<file path="src/rtl/ula_arbiter_if.sv">
// Bundle between the ULA arbiter, its requesters, the shared ULA and the response consumer.
//   req/req_opcode/req_a/req_b : per-port requests, port i packed at [8i+7:8i] / [Wi+W-1:Wi]
//   gnt                        : one-hot, one-cycle capture pulse back to the requester
//   alu_*                      : operands out to the shared ULA, result/flags back
//   rsp_*                      : registered response with valid/ready handshake
//   busy                       : arbiter is not idle
// The arbiter connects through the slave modport; the environment uses master.
interface ula_arbiter_if #(
  parameter int unsigned NREQ = 4,
  parameter int unsigned W    = 8
);
  logic [NREQ-1:0]   req;
  logic [NREQ*8-1:0] req_opcode;
  logic [NREQ*W-1:0] req_a;
  logic [NREQ*W-1:0] req_b;
  logic [NREQ-1:0]   gnt;
  logic [7:0]        alu_opcode;
  logic [W-1:0]      alu_operand1;
  logic [W-1:0]      alu_operand2;
  logic [W-1:0]      alu_result;
  logic [7:0]        alu_flags;
  logic              rsp_valid;
  logic              rsp_ready;
  logic [1:0]        rsp_id;
  logic [W-1:0]      rsp_result;
  logic [7:0]        rsp_flags;
  logic              rsp_err;
  logic              busy;

  modport slave (
    input  req, req_opcode, req_a, req_b, alu_result, alu_flags, rsp_ready,
    output gnt, alu_opcode, alu_operand1, alu_operand2,
    output rsp_valid, rsp_id, rsp_result, rsp_flags, rsp_err, busy
  );

  modport master (
    output req, req_opcode, req_a, req_b, alu_result, alu_flags, rsp_ready,
    input  gnt, alu_opcode, alu_operand1, alu_operand2,
    input  rsp_valid, rsp_id, rsp_result, rsp_flags, rsp_err, busy
  );
endinterface

</file>
<file path="src/rtl/ula_arbiter.sv">
// Round-robin arbiter sharing one combinational ULA among NREQ (=4) requesters.
// Ports:
//   clk   : single clock, rising edge
//   reset : synchronous, active-high
//   bus   : ula_arbiter_if.slave (requests, grant, ULA drive/return, response, busy)
// Flow: IDLE picks a winner and latches its operands (gnt pulses), EXEC drives the
// ULA for one cycle and captures its outputs, RESP holds the response until accepted.
module ula_arbiter #(
  parameter int unsigned NREQ = 4,
  parameter int unsigned W    = 8
) (
  input logic         clk,
  input logic         reset,
  ula_arbiter_if.slave bus
);

  typedef enum logic [1:0] {StIdle, StExec, StResp} state_e;

  state_e          state_q, state_d;
  logic [1:0]      last_q, last_d;
  logic [1:0]      id_q, id_d;
  logic            err_q, err_d;
  logic [NREQ-1:0] gnt_q, gnt_d;
  logic [7:0]      alu_op_q, alu_op_d;
  logic [W-1:0]    alu_a_q, alu_a_d;
  logic [W-1:0]    alu_b_q, alu_b_d;
  logic            rsp_valid_q, rsp_valid_d;
  logic [1:0]      rsp_id_q, rsp_id_d;
  logic [W-1:0]    rsp_result_q, rsp_result_d;
  logic [7:0]      rsp_flags_q, rsp_flags_d;
  logic            rsp_err_q, rsp_err_d;

  // Round-robin pick: first requesting port starting at last_q + 1, wrapping.
  logic       found;
  logic [1:0] win;
  logic [1:0] idx;
  always_comb begin
    found = 1'b0;
    win   = '0;
    idx   = '0;
    for (int unsigned i = 0; i < NREQ; i++) begin
      idx = last_q + 2'(i + 1);
      if (!found && bus.req[idx]) begin
        found = 1'b1;
        win   = idx;
      end
    end
  end

  // Winner's fields and the error decode on them.
  logic [7:0]   sel_op;
  logic [W-1:0] sel_a, sel_b;
  logic         sel_err;
  always_comb begin
    sel_op = '0;
    sel_a  = '0;
    sel_b  = '0;
    for (int unsigned i = 0; i < NREQ; i++) begin
      if (win == 2'(i)) begin
        sel_op = bus.req_opcode[i*8 +: 8];
        sel_a  = bus.req_a[i*W +: W];
        sel_b  = bus.req_b[i*W +: W];
      end
    end
    sel_err = (sel_op == 8'h00) || (sel_op > 8'h0C) ||
              (((sel_op == 8'h04) || (sel_op == 8'h05)) && (sel_b == '0));
  end

  always_comb begin
    state_d      = state_q;
    last_d       = last_q;
    id_d         = id_q;
    err_d        = err_q;
    gnt_d        = '0;
    alu_op_d     = '0;
    alu_a_d      = '0;
    alu_b_d      = '0;
    rsp_valid_d  = rsp_valid_q;
    rsp_id_d     = rsp_id_q;
    rsp_result_d = rsp_result_q;
    rsp_flags_d  = rsp_flags_q;
    rsp_err_d    = rsp_err_q;
    unique case (state_q)
      StIdle: begin
        if (found) begin
          state_d    = StExec;
          last_d     = win;
          id_d       = win;
          err_d      = sel_err;
          gnt_d[win] = 1'b1;
          // An erroneous opcode is never presented to the ULA.
          alu_op_d   = sel_err ? 8'h00 : sel_op;
          alu_a_d    = sel_a;
          alu_b_d    = sel_b;
        end
      end
      StExec: begin
        state_d     = StResp;
        rsp_valid_d = 1'b1;
        rsp_id_d    = id_q;
        rsp_err_d   = err_q;
        if (err_q) begin
          rsp_result_d = '0;
          rsp_flags_d  = 8'h01;
        end else begin
          rsp_result_d = bus.alu_result;
          rsp_flags_d  = bus.alu_flags;
        end
      end
      StResp: begin
        if (bus.rsp_ready) begin
          state_d     = StIdle;
          rsp_valid_d = 1'b0;
        end
      end
      default: state_d = StIdle;
    endcase
  end

  always_ff @(posedge clk) begin
    if (reset) begin
      state_q      <= StIdle;
      last_q       <= 2'(NREQ - 1);
      id_q         <= '0;
      err_q        <= 1'b0;
      gnt_q        <= '0;
      alu_op_q     <= '0;
      alu_a_q      <= '0;
      alu_b_q      <= '0;
      rsp_valid_q  <= 1'b0;
      rsp_id_q     <= '0;
      rsp_result_q <= '0;
      rsp_flags_q  <= '0;
      rsp_err_q    <= 1'b0;
    end else begin
      state_q      <= state_d;
      last_q       <= last_d;
      id_q         <= id_d;
      err_q        <= err_d;
      gnt_q        <= gnt_d;
      alu_op_q     <= alu_op_d;
      alu_a_q      <= alu_a_d;
      alu_b_q      <= alu_b_d;
      rsp_valid_q  <= rsp_valid_d;
      rsp_id_q     <= rsp_id_d;
      rsp_result_q <= rsp_result_d;
      rsp_flags_q  <= rsp_flags_d;
      rsp_err_q    <= rsp_err_d;
    end
  end

  assign bus.gnt          = gnt_q;
  assign bus.alu_opcode   = alu_op_q;
  assign bus.alu_operand1 = alu_a_q;
  assign bus.alu_operand2 = alu_b_q;
  assign bus.rsp_valid    = rsp_valid_q;
  assign bus.rsp_id       = rsp_id_q;
  assign bus.rsp_result   = rsp_result_q;
  assign bus.rsp_flags    = rsp_flags_q;
  assign bus.rsp_err      = rsp_err_q;
  assign bus.busy         = (state_q != StIdle);

endmodule

</file>
<file path="src/flat_wrapper.sv">
// flat-port wrapper written by rule: the top's interface ports become plain ports
module ula_arbiter_flat 
#(
  parameter int unsigned NREQ = 4,
  parameter int unsigned W    = 8
)
  (clk, reset, bus_req, bus_req_opcode, bus_req_a, bus_req_b, bus_alu_result, bus_alu_flags, bus_rsp_ready, bus_gnt, bus_alu_opcode, bus_alu_operand1, bus_alu_operand2, bus_rsp_valid, bus_rsp_id, bus_rsp_result, bus_rsp_flags, bus_rsp_err, bus_busy);
  ula_arbiter_if #(.NREQ(NREQ), .W(W)) bus_i ();
  input logic clk;
  input logic reset;
  input wire logic [$bits(bus_i.req)-1:0] bus_req;
  input wire logic [$bits(bus_i.req_opcode)-1:0] bus_req_opcode;
  input wire logic [$bits(bus_i.req_a)-1:0] bus_req_a;
  input wire logic [$bits(bus_i.req_b)-1:0] bus_req_b;
  input wire logic [$bits(bus_i.alu_result)-1:0] bus_alu_result;
  input wire logic [$bits(bus_i.alu_flags)-1:0] bus_alu_flags;
  input wire logic [$bits(bus_i.rsp_ready)-1:0] bus_rsp_ready;
  output wire logic [$bits(bus_i.gnt)-1:0] bus_gnt;
  output wire logic [$bits(bus_i.alu_opcode)-1:0] bus_alu_opcode;
  output wire logic [$bits(bus_i.alu_operand1)-1:0] bus_alu_operand1;
  output wire logic [$bits(bus_i.alu_operand2)-1:0] bus_alu_operand2;
  output wire logic [$bits(bus_i.rsp_valid)-1:0] bus_rsp_valid;
  output wire logic [$bits(bus_i.rsp_id)-1:0] bus_rsp_id;
  output wire logic [$bits(bus_i.rsp_result)-1:0] bus_rsp_result;
  output wire logic [$bits(bus_i.rsp_flags)-1:0] bus_rsp_flags;
  output wire logic [$bits(bus_i.rsp_err)-1:0] bus_rsp_err;
  output wire logic [$bits(bus_i.busy)-1:0] bus_busy;
  assign bus_i.req = bus_req;
  assign bus_i.req_opcode = bus_req_opcode;
  assign bus_i.req_a = bus_req_a;
  assign bus_i.req_b = bus_req_b;
  assign bus_i.alu_result = bus_alu_result;
  assign bus_i.alu_flags = bus_alu_flags;
  assign bus_i.rsp_ready = bus_rsp_ready;
  assign bus_gnt = bus_i.gnt;
  assign bus_alu_opcode = bus_i.alu_opcode;
  assign bus_alu_operand1 = bus_i.alu_operand1;
  assign bus_alu_operand2 = bus_i.alu_operand2;
  assign bus_rsp_valid = bus_i.rsp_valid;
  assign bus_rsp_id = bus_i.rsp_id;
  assign bus_rsp_result = bus_i.rsp_result;
  assign bus_rsp_flags = bus_i.rsp_flags;
  assign bus_rsp_err = bus_i.rsp_err;
  assign bus_busy = bus_i.busy;
  ula_arbiter #(.NREQ(NREQ), .W(W)) u_core (.clk(clk), .reset(reset), .bus(bus_i));
endmodule
</file>
<file path="config.mk">
export PLATFORM = sky130hd
export DESIGN_NAME = ula_arbiter_flat
export DESIGN_NICKNAME = d
export VERILOG_FILES = /design/src/rtl/ula_arbiter_if.sv /design/src/rtl/ula_arbiter.sv /design/src/flat_wrapper.sv
export SDC_FILE = /design/constraint.sdc
export NUM_CORES = 1
export LEC_CHECK = 0
export CORE_MARGIN = 4
export CORE_UTILIZATION = 56
export DETAILED_ROUTE_END_ITERATION = 8
export DONT_BUFFER_PORTS = 1
export GPL_TIMING_DRIVEN = 0
export PLACE_DENSITY_LB_ADDON = 0.15
export SYNTH_ARGS = -nofsm -noshare
export SYNTH_HDL_FRONTEND = slang
export SYNTH_SLANG_ARGS = --single-unit
</file>
<file path="constraint.sdc">
create_clock -name clk -period 2.38 [get_ports clk]
set_input_delay 0.476 -clock clk [delete_from_list [all_inputs] [get_ports clk]]
set_output_delay 0.476 -clock clk [all_outputs]
set_load 0.03 [all_outputs]
</file>
* After elaboration in Yosys (flattened, before gate mapping)
Cells that the tools add are included.
** Word-level totals
- Input bits :: 119
- Word-level logic and storage cells :: 93
- Register bits :: 55
- Output and inout port bits :: 49
** Operators by class
- Reductions and logical operators :: 22
- Equal/unequal tests :: 9
- Bitwise operators :: 2
- Muxes and demuxes :: 37
- Order comparisons :: 7
- Add/sub/neg operators :: 3
** Operator list (number)
- $mux W8 :: 14
- $eq A8 B3 Y1 const B :: 2
- $logic_not A8 Y1 :: 2
- $lt A2 B3 Y1 const B :: 5
- $mux W2 :: 6
- $mux W1 :: 10
- $bmux W1 S2 :: 4
- $gt A8 B4 Y1 const B :: 1
- $eq A2 B2 Y1 const B :: 3
- $pmux W2 S3 :: 1
- $reduce_and A2 Y1 :: 3
- $logic_and A1 B1 Y1 :: 5
- $add A2 B2 Y2 const B :: 2
- $eq A2 B1 Y1 const B :: 2
- $logic_not A2 Y1 :: 2
- $reduce_bool A2 Y1 :: 2
- $reduce_or A4 Y1 :: 1
- $logic_not A1 Y1 :: 3
- $logic_or A1 B1 Y1 :: 3
- $reduce_or A3 Y1 :: 1
- $add A2 B1 Y2 const B :: 1
- $demux W1 S2 :: 1
- $ge A2 B1 Y1 const B :: 1
- $ne A2 B1 Y1 const B :: 1
- 3 further kinds :: 4

* Longest topological paths before layout
Gate-level depths: netlist of the first run.
- Depth in word-level cells :: 23
- Mapped depth :: 9
- Gate-level depth less buffers :: 7

* Worst setup path before layout of the first run
OpenSTA, ideal clock, no wires.
- Kind :: input-to-reg
- From :: in bus_req[1]
- To :: reg u_core.alu_op_q[0] (netlist: u_core.bus.alu_opcode[0])
- Library setup time :: 0.121 ns
- Slack :: 0.011 ns
- Required time :: 2.259 ns
- Path buffers :: 1
- Stages :: 8
- Arrival time :: 2.248 ns
- Cells stage by stage :: or2_1 -> a311oi_2 -> buf_6 -> mux2i_1 -> mux2i_1 -> or4_1 -> nand4_1 -> nor3b_1
** Between the ends
- Cells in the longest elaborated chain, start to end :: 22
- Elaborated cells on any way between the ends :: 45
- Classes of those cells :: order compare (1); eq/ne (5); mux (24); bitwise (1); reduce/logical (14)
** RTL lines
- start: declaration :: RTL line flat_wrapper.sv:11 : input wire logic [$bits(bus_i.req)-1:0] bus_req;
- parallel branches: the longest is 22 deep, another holds $bmux W1 S2
- end signal: assignment :: RTL line ula_arbiter.sv:141 : alu_op_q <= alu_op_d;
- end: declaration :: RTL line ula_arbiter.sv:24 : logic [7:0] alu_op_q, alu_op_d;
Several ways; the timed one is not identified. The select of a mux whose other input is x is not followed.
A chain may end at the register's enable or synchronous reset.

* Worst setup path after layout of the first run
- From :: reg u_core.last_q[0]
- To :: reg u_core.alu_op_q[2] (netlist: u_core.bus.alu_opcode[2])
** Between the ends
- Cells in the longest elaborated chain, start to end :: 23
- Elaborated cells on any way between the ends :: 48
- Classes of those cells :: add/sub (3); order compare (1); eq/ne (5); mux (24); bitwise (1); reduce/logical (14)
** RTL lines
- start: declaration :: RTL line ula_arbiter.sv:20 : logic [1:0] last_q, last_d;
- start signal: assignment :: RTL line ula_arbiter.sv:123 : last_q <= 2'(NREQ - 1);
- start signal: assignment :: RTL line ula_arbiter.sv:137 : last_q <= last_d;
- parallel branches: the longest is 23 deep, another holds $add A2 B1 Y2
Several ways; the timed one is not identified. The select of a mux whose other input is x is not followed.

==> results_dict.tcl, run 1 <==
set metrics [dict create \
    cts.sinks 55 \
    cp-start-kind "flip-flop" \
    drive_gt1_share_pct 11.4 \
    clk_pin_slew_ns 0.10 \
    worst_pin_slew_ns 0.916 \
    leakage_uw 0.00115 \
    cap_violations 0 \
    async_flop_share_pct 0 \
    cpLargestDelayFamily "simple AND/OR/NAND/NOR gates" \
    worst_setup_path_end_kind "flip-flop" \
    yosys_warnings 0 \
    cp.buffers_inverters 2 \
    power.density_mw_per_mm2 822 \
    period_share_pct 99.5 \
    postCtsHoldBufs 0 \
    ys_seq_elements 55 \
    wl_mm 7.29 \
    nFillCells 392 \
    track_usage_pct 23.1 \
    cts.path.max_buffers 2 \
    gp_congestion 0.768 \
    synth_ff_type "dfxtp_1" \
    routedWlPerCell_um 20.8 \
    start_util_pct 58.4 \
    fp.dieW_um 75.9 \
    antenna_cells 0 \
    clk_latency_ns 0.32 \
    cts_htree_levels 2 \
    outcome "complete, no violations" \
    grt_pass1_vias 2007 \
    finClkSkew_ns 0.00962 \
    arrival_ns 2.61 \
    grt_overflow_total 0 \
    drt_iter0_drc 161 \
    viasPerCell 6.24 \
    nets 416 \
    critPathMaxStageDelay_ns 0.36 \
    boundaryPins 168 \
    crit_type "flip-flop to flip-flop" \
    drc_errors 0 \
    area_growth_syn_to_layout_pct 9.89 \
    grt_pass1_wl_mm 9.94 \
    peakVddDrop_v 0.000483 \
    synth_edf_count 0 \
    antenna_found_initial 0 \
    period_needed_ns 2.37 \
    synthCells 282 \
    dieHeight_um 75.9 \
    core_area_sq_mm 0.00441 \
    drv_slew 0 \
    relSlewSlack_pct 38.4 \
    synth_area_per_cell_sq_um 9.15 \
    cp_max_fo 5 \
    fmax_ghz 0.422 \
    layout_commonest_cell "dfxtp_1" \
    critical_path.cell_chain "nand2b_4 > a311oi_4 > buf_6 > mux2i_2 > mux2i_1 > buf_4 > o211ai_1 > nand4_1 > nor3b_1" \
    design.die.area_sq_mm 0.00576 \
    rsz0062_at_grt "yes" \
    ant_nets 0 \
    root_buffer "clkbuf_8" \
    synth-seq-area-share_pct 42.7 \
    min_path_type "primary input to flip-flop" \
    worst_ep_required_time_ns 2.62 \
    grt_max_degree 19 \
    final_cell_mix "dfxtp_1 (53), mux2i_1 (33), a211oi_1 (28)" \
    setup_viol 0 \
    synth_cell_types 39 \
    hold_viol_final 0 \
    drtPass1Iterations 4 \
    numPortBuffers 0 \
    synthesis.area_sq_mm 0.00258 \
    dp_hpwl_mm 5.50 \
    num_vias 2184 \
    cts_buffers 5 \
    power.total_uw 2330 \
    cp_slowest_cell "dfxtp_2" \
    fin_tns_setup_ns 0 \
    tritoncts "built" \
    rows 24 \
]
==> repair_timing <==
action	CTS	global route
buffers inserted	0	4
endpoints found under the setup margin	0	6
gates resized for setup	0	11
==> through the flow <==
step	cells	instance area, sq um	hold WS [ns]	worst slack (ns)	utilization, %
2_1_floorplan	285	2590	0.432	0.0107	-
3_3_place_gp	337	2660	0.442	-0.142	60.2
3_5_place_dp	337	2660	0.446	-0.159	60.2
4_1_cts	345	2760	0.335	0.0170	62.4
5_1_grt	350	2840	0.325	-0.0963	64.2
6_report	350	2840	0.343	0.0131	64.2
==> power by group <==
group	internal, uW	switching (uW)	leakage (uW)
Sequential	1010	192	0.000452
Combinational	248	318	0.000642
Clock	244	322	0.0000522
==> routing by layer <==
layer | share of wire [%] | global-route usage (%) | up-vias
met5 | 0 | 0 | -
met4 | 1.7 | 9.32 | 0
met3 | 9.3 | 5.67 | 11
met2 | 50 | 37.4 | 110
met1 | 39 | 29.3 | 1011
li1 | - | - | 1052
==> path summary, 6_finish.rpt <==
path                                        from  slack, ns  depth (start not counted)                       end
worst max-delay path            u_core.last_q[0]       0.01                          9  u_core.bus.alu_opcode[2]
worst min-delay path               bus_rsp_ready       0.34                          2         u_core.state_q[1]
worst min register to register    u_core.id_q[0]       0.46                          2      u_core.bus.rsp_id[0]
worst max register to register  u_core.last_q[0]       0.01                          9  u_core.bus.alu_opcode[2]
==> Yosys cell counts (3+ instances only) <==
cell | number | share of area, %
dfxtp_1 | 55 | 43
mux2i_1 | 35 | 14
a211oi_1 | 28 | 8.1
nor2_1 | 26 | 3.8
a21oi_1 | 23 | 4.5
and3_1 | 17 | 4.1
and2_1 | 16 | 3.9
clkbuf_1 | 10 | 1.5
nand2_1 | 7 | 1.0
nor4_1 | 6 | 1.5
buf_2 | 5 | 0.97
inv_1 | 5 | 0.73
nor3_1 | 5 | 0.97
buf_1 | 4 | 0.58
nand2b_1 | 4 | 0.97
nor2b_1 | 4 | 0.97
nand3_1 | 3 | 0.58
or4_1 | 3 | 0.87
==> layout make-up <==
| type | count | area, sq um | area share (%) |
|---|---|---|---|
| Tap cell | 52 | 65.1 | 2.29 |
| Multi-Input combinational cell | 203 | 1400 | 49.3 |
| Clock inverter | 2 | 17.5 | 0.618 |
| Timing Repair Buffer | 5 | 37.5 | 1.32 |
| Buffer | 22 | 109 | 3.84 |
| Inverter | 5 | 18.8 | 0.662 |
| Sequential cell | 55 | 1110 | 39.0 |
| Clock buffer | 6 | 82.6 | 2.91 |
==> kinds of logic (layout without fill, tap and decap cells) <==
family | after synthesis | after routing | share of synthesized area [%]
and+or+nand+nor | 100 | 100 | 21.5
AOI/OAI and AO/OA | 64 | 64 | 17.2
DFF | 55 | 55 | 42.7
muxes | 35 | 35 | 13.6
buffers and inverters | 27 | 40 | 4.90
other | 1 | 4 | 0.145
==> worst register-to-register path, cell delays in order, from the launching register on <==
cell and delay [ns]:
dfxtp_2 0.36, nand2b_4 0.16, a311oi_4 0.34, buf_6 0.19, mux2i_2 0.24, mux2i_1 0.15
buf_4 0.17, o211ai_1 0.23, nand4_1 0.24, nor3b_1 0.24
==> state kept, by name, indices dropped and copies added (netlist names), 4 cells and up <==
signal / cells
u_core.bus.alu_operand2: 8
u_core.bus.alu_operand1: 8
u_core.bus.rsp_result: 8
u_core.bus.gnt: 4
u_core.bus.alu_opcode: 8
u_core.bus.rsp_flags: 8
Note: power is estimated with default switching activity, not from simulation.
==> run 2, diff against run 1 <==
--- a/config.mk
+++ b/config.mk
@@ -9,7 +9,6 @@
 export CORE_UTILIZATION = 56
 export DETAILED_ROUTE_END_ITERATION = 8
 export DONT_BUFFER_PORTS = 1
-export GPL_TIMING_DRIVEN = 0
 export PLACE_DENSITY_LB_ADDON = 0.15
 export SYNTH_ARGS = -nofsm -noshare
 export SYNTH_HDL_FRONTEND = slang
==> run 2 against run 1 <==
Against the previous run:
- sequential power about the same
- hold slack lost 0.12 ns
- first-iteration DRC count shrank 30%
- core utilization rose by 0.60 points
- final area is 0.93% higher
- fmax down 0.34%
- power fell by 1.8%
- die area unchanged
- register-to-register slack barely moved
==> results_dict.tcl, run 2 (synthesis gave the netlist of run 1 again) <==
set metrics [dict create \
    routedWlPerCell_um 19.9 \
    period_needed_ns 2.38 \
    wl_mm 6.83 \
    cp-start-kind "flip-flop" \
    gp_congestion 0.850 \
    numPortBuffers 0 \
    clk_latency_ns 0.30 \
    grt_pass1_vias 1991 \
    dpl.cell_count 330 \
    num_vias 2176 \
    drc_errors 0 \
    ant_nets 0 \
    fmax_ghz 0.421 \
    drt_iter0_drc 112 \
    cts.path.max_buffers 2 \
    fp.dieW_um 75.9 \
    use_met1_pct 26.7 \
    cap_violations 0 \
    nFillCells 386 \
    nets 411 \
    final_area_sq_mm 0.00286 \
    rows 24 \
    boundaryPins 168 \
    cts_buffers 5 \
    viasPerCell 6.33 \
    design.die.area_sq_mm 0.00576 \
    fin_cells 344 \
    worst_setup_path_end_kind "flip-flop" \
    hp-start "reset" \
    dieHeight_um 75.9 \
    drtPass1Iterations 4 \
    min_path_type "primary input to flip-flop" \
    drive_gt1_share_pct 13.7 \
    power.total_uw 2290 \
    grt_overflow_total 0 \
    outcome "complete, no violations" \
    core_area_sq_mm 0.00441 \
    cts.sinks 55 \
    grtUsageMet2_pct 35.9 \
    r2r_start "u_core.last_q[0]" \
    setup_viol 0 \
    final_cell_mix "dfxtp_1 (53), mux2i_1 (35), a211oi_1 (28)" \
    root_buffer "clkbuf_8" \
    tritoncts "built" \
    rsz0062_at_grt "yes" \
    clk_pin_slew_ns 0.10 \
    r2r_cells 9 \
    grt_util_met3_pct 6.73 \
    r2r_setup_slack_ns 0.005 \
    leakage_uw 0.00118 \
    crit_type "flip-flop to flip-flop" \
    area_growth_syn_to_layout_pct 10.9 \
    rr_endpoint "u_core.bus.alu_opcode[2]" \
    hold_viol_final 0 \
    antenna_found_initial 0 \
    grt.busiest_layer "met2" \
    peakVddDrop_v 0.000430 \
    track_usage_pct 21.6 \
    grt_max_degree 28 \
    start_util_pct 58.4 \
    cp_max_fo 7 \
    dp_hpwl_mm 5.19 \
    dpl_cell_area_sq_mm 0.00269 \
    finClkSkew_ns 0.00962 \
    worst_pin_slew_ns 0.769 \
    antenna_cells 0 \
    cts_htree_levels 2 \
    worst_ep_required_time_ns 2.57 \
    arrival_ns 2.57 \
    relSlewSlack_pct 48.8 \
    hold_path_depth 1 \
    period_share_pct 99.8 \
    layout_commonest_cell "dfxtp_1" \
    holdPathEnd "u_core.bus.rsp_flags[1]" \
    power.density_mw_per_mm2 800 \
    drv_slew 0 \
    grt_pass1_wl_mm 9.45 \
]
## run 2: critical path: stages, from the launching register on
cell      delay, ns
dfxtp_2        0.36
nand2b_4       0.16
a311oi_4       0.27
buf_12         0.17
buf_8          0.12
mux2i_1        0.21
mux2i_1        0.13
or4_1          0.55
nand4_1        0.23
nor3b_2        0.07
## run 2: repair_timing
action / in CTS / in global routing
pin swaps: 2 / 5
endpoints found under the setup margin: 4 / 5
gates resized for setup: 5 / 5
hold buffers: 0 / 0
setup buffers: 6 / 1
## run 2: worst max-delay path by stage
| stage | slack [ns] | end | start | cells after the start |
|---|---|---|---|---|
| 3_3_place_gp | -0.13 | u_core.bus.alu_opcode[0] | bus_req[1] | 8 |
| 4_1_cts | 0.008 | u_core.bus.alu_opcode[0] | u_core.last_q[0] | 9 |
| 5_1_grt | -0.04 | u_core.bus.alu_opcode[3] | u_core.last_q[1] | 9 |
| 2_1_floorplan | 0.01 | u_core.bus.alu_opcode[0] | bus_req[1] | 8 |
| 3_5_place_dp | -0.24 | u_core.bus.alu_opcode[2] | bus_req[1] | 8 |
| 6_report | 0.005 | u_core.bus.alu_opcode[2] | u_core.last_q[0] | 9 |
## run 2: metrics by stage
stage | hold slack [ns] | TNS, ns | setup slack, ns | utilization (%)
after CTS | 0.219 | 0 | 0.00831 | 64.2
final | 0.227 | 0 | 0.00497 | 64.8
after detailed placement | 0.450 | -1.10 | -0.240 | 60.9
after floorplan | 0.432 | 0 | 0.0107 | -
after global placement | 0.436 | -0.608 | -0.135 | 60.9
after global routing | 0.204 | -0.101 | -0.0383 | 64.8
## run 2: area by class of cell
type / count / area, sq um / area share [%]
Sequential cell: 55 / 1110 / 38.7
Timing Repair Buffer: 22 / 185 / 6.47
Tap cell: 52 / 65.1 / 2.27
Clock buffer: 5 / 68.8 / 2.40
Inverter: 5 / 18.8 / 0.656
Multi-Input combinational cell: 203 / 1400 / 48.9
Clock inverter: 2 / 17.5 / 0.612
## run 2: per-layer routing
metal  up-vias  wire length, um
li1       1040                -
met1      1013             2640
met2       111             3360
met3        12              738
met4         0              102
met5         -                0
## run 2: report_power, final
group          switching (uW)  internal [uW]  total, uW
Clock                     298            208        506
Combinational             304            279        583
Sequential                191           1010       1200
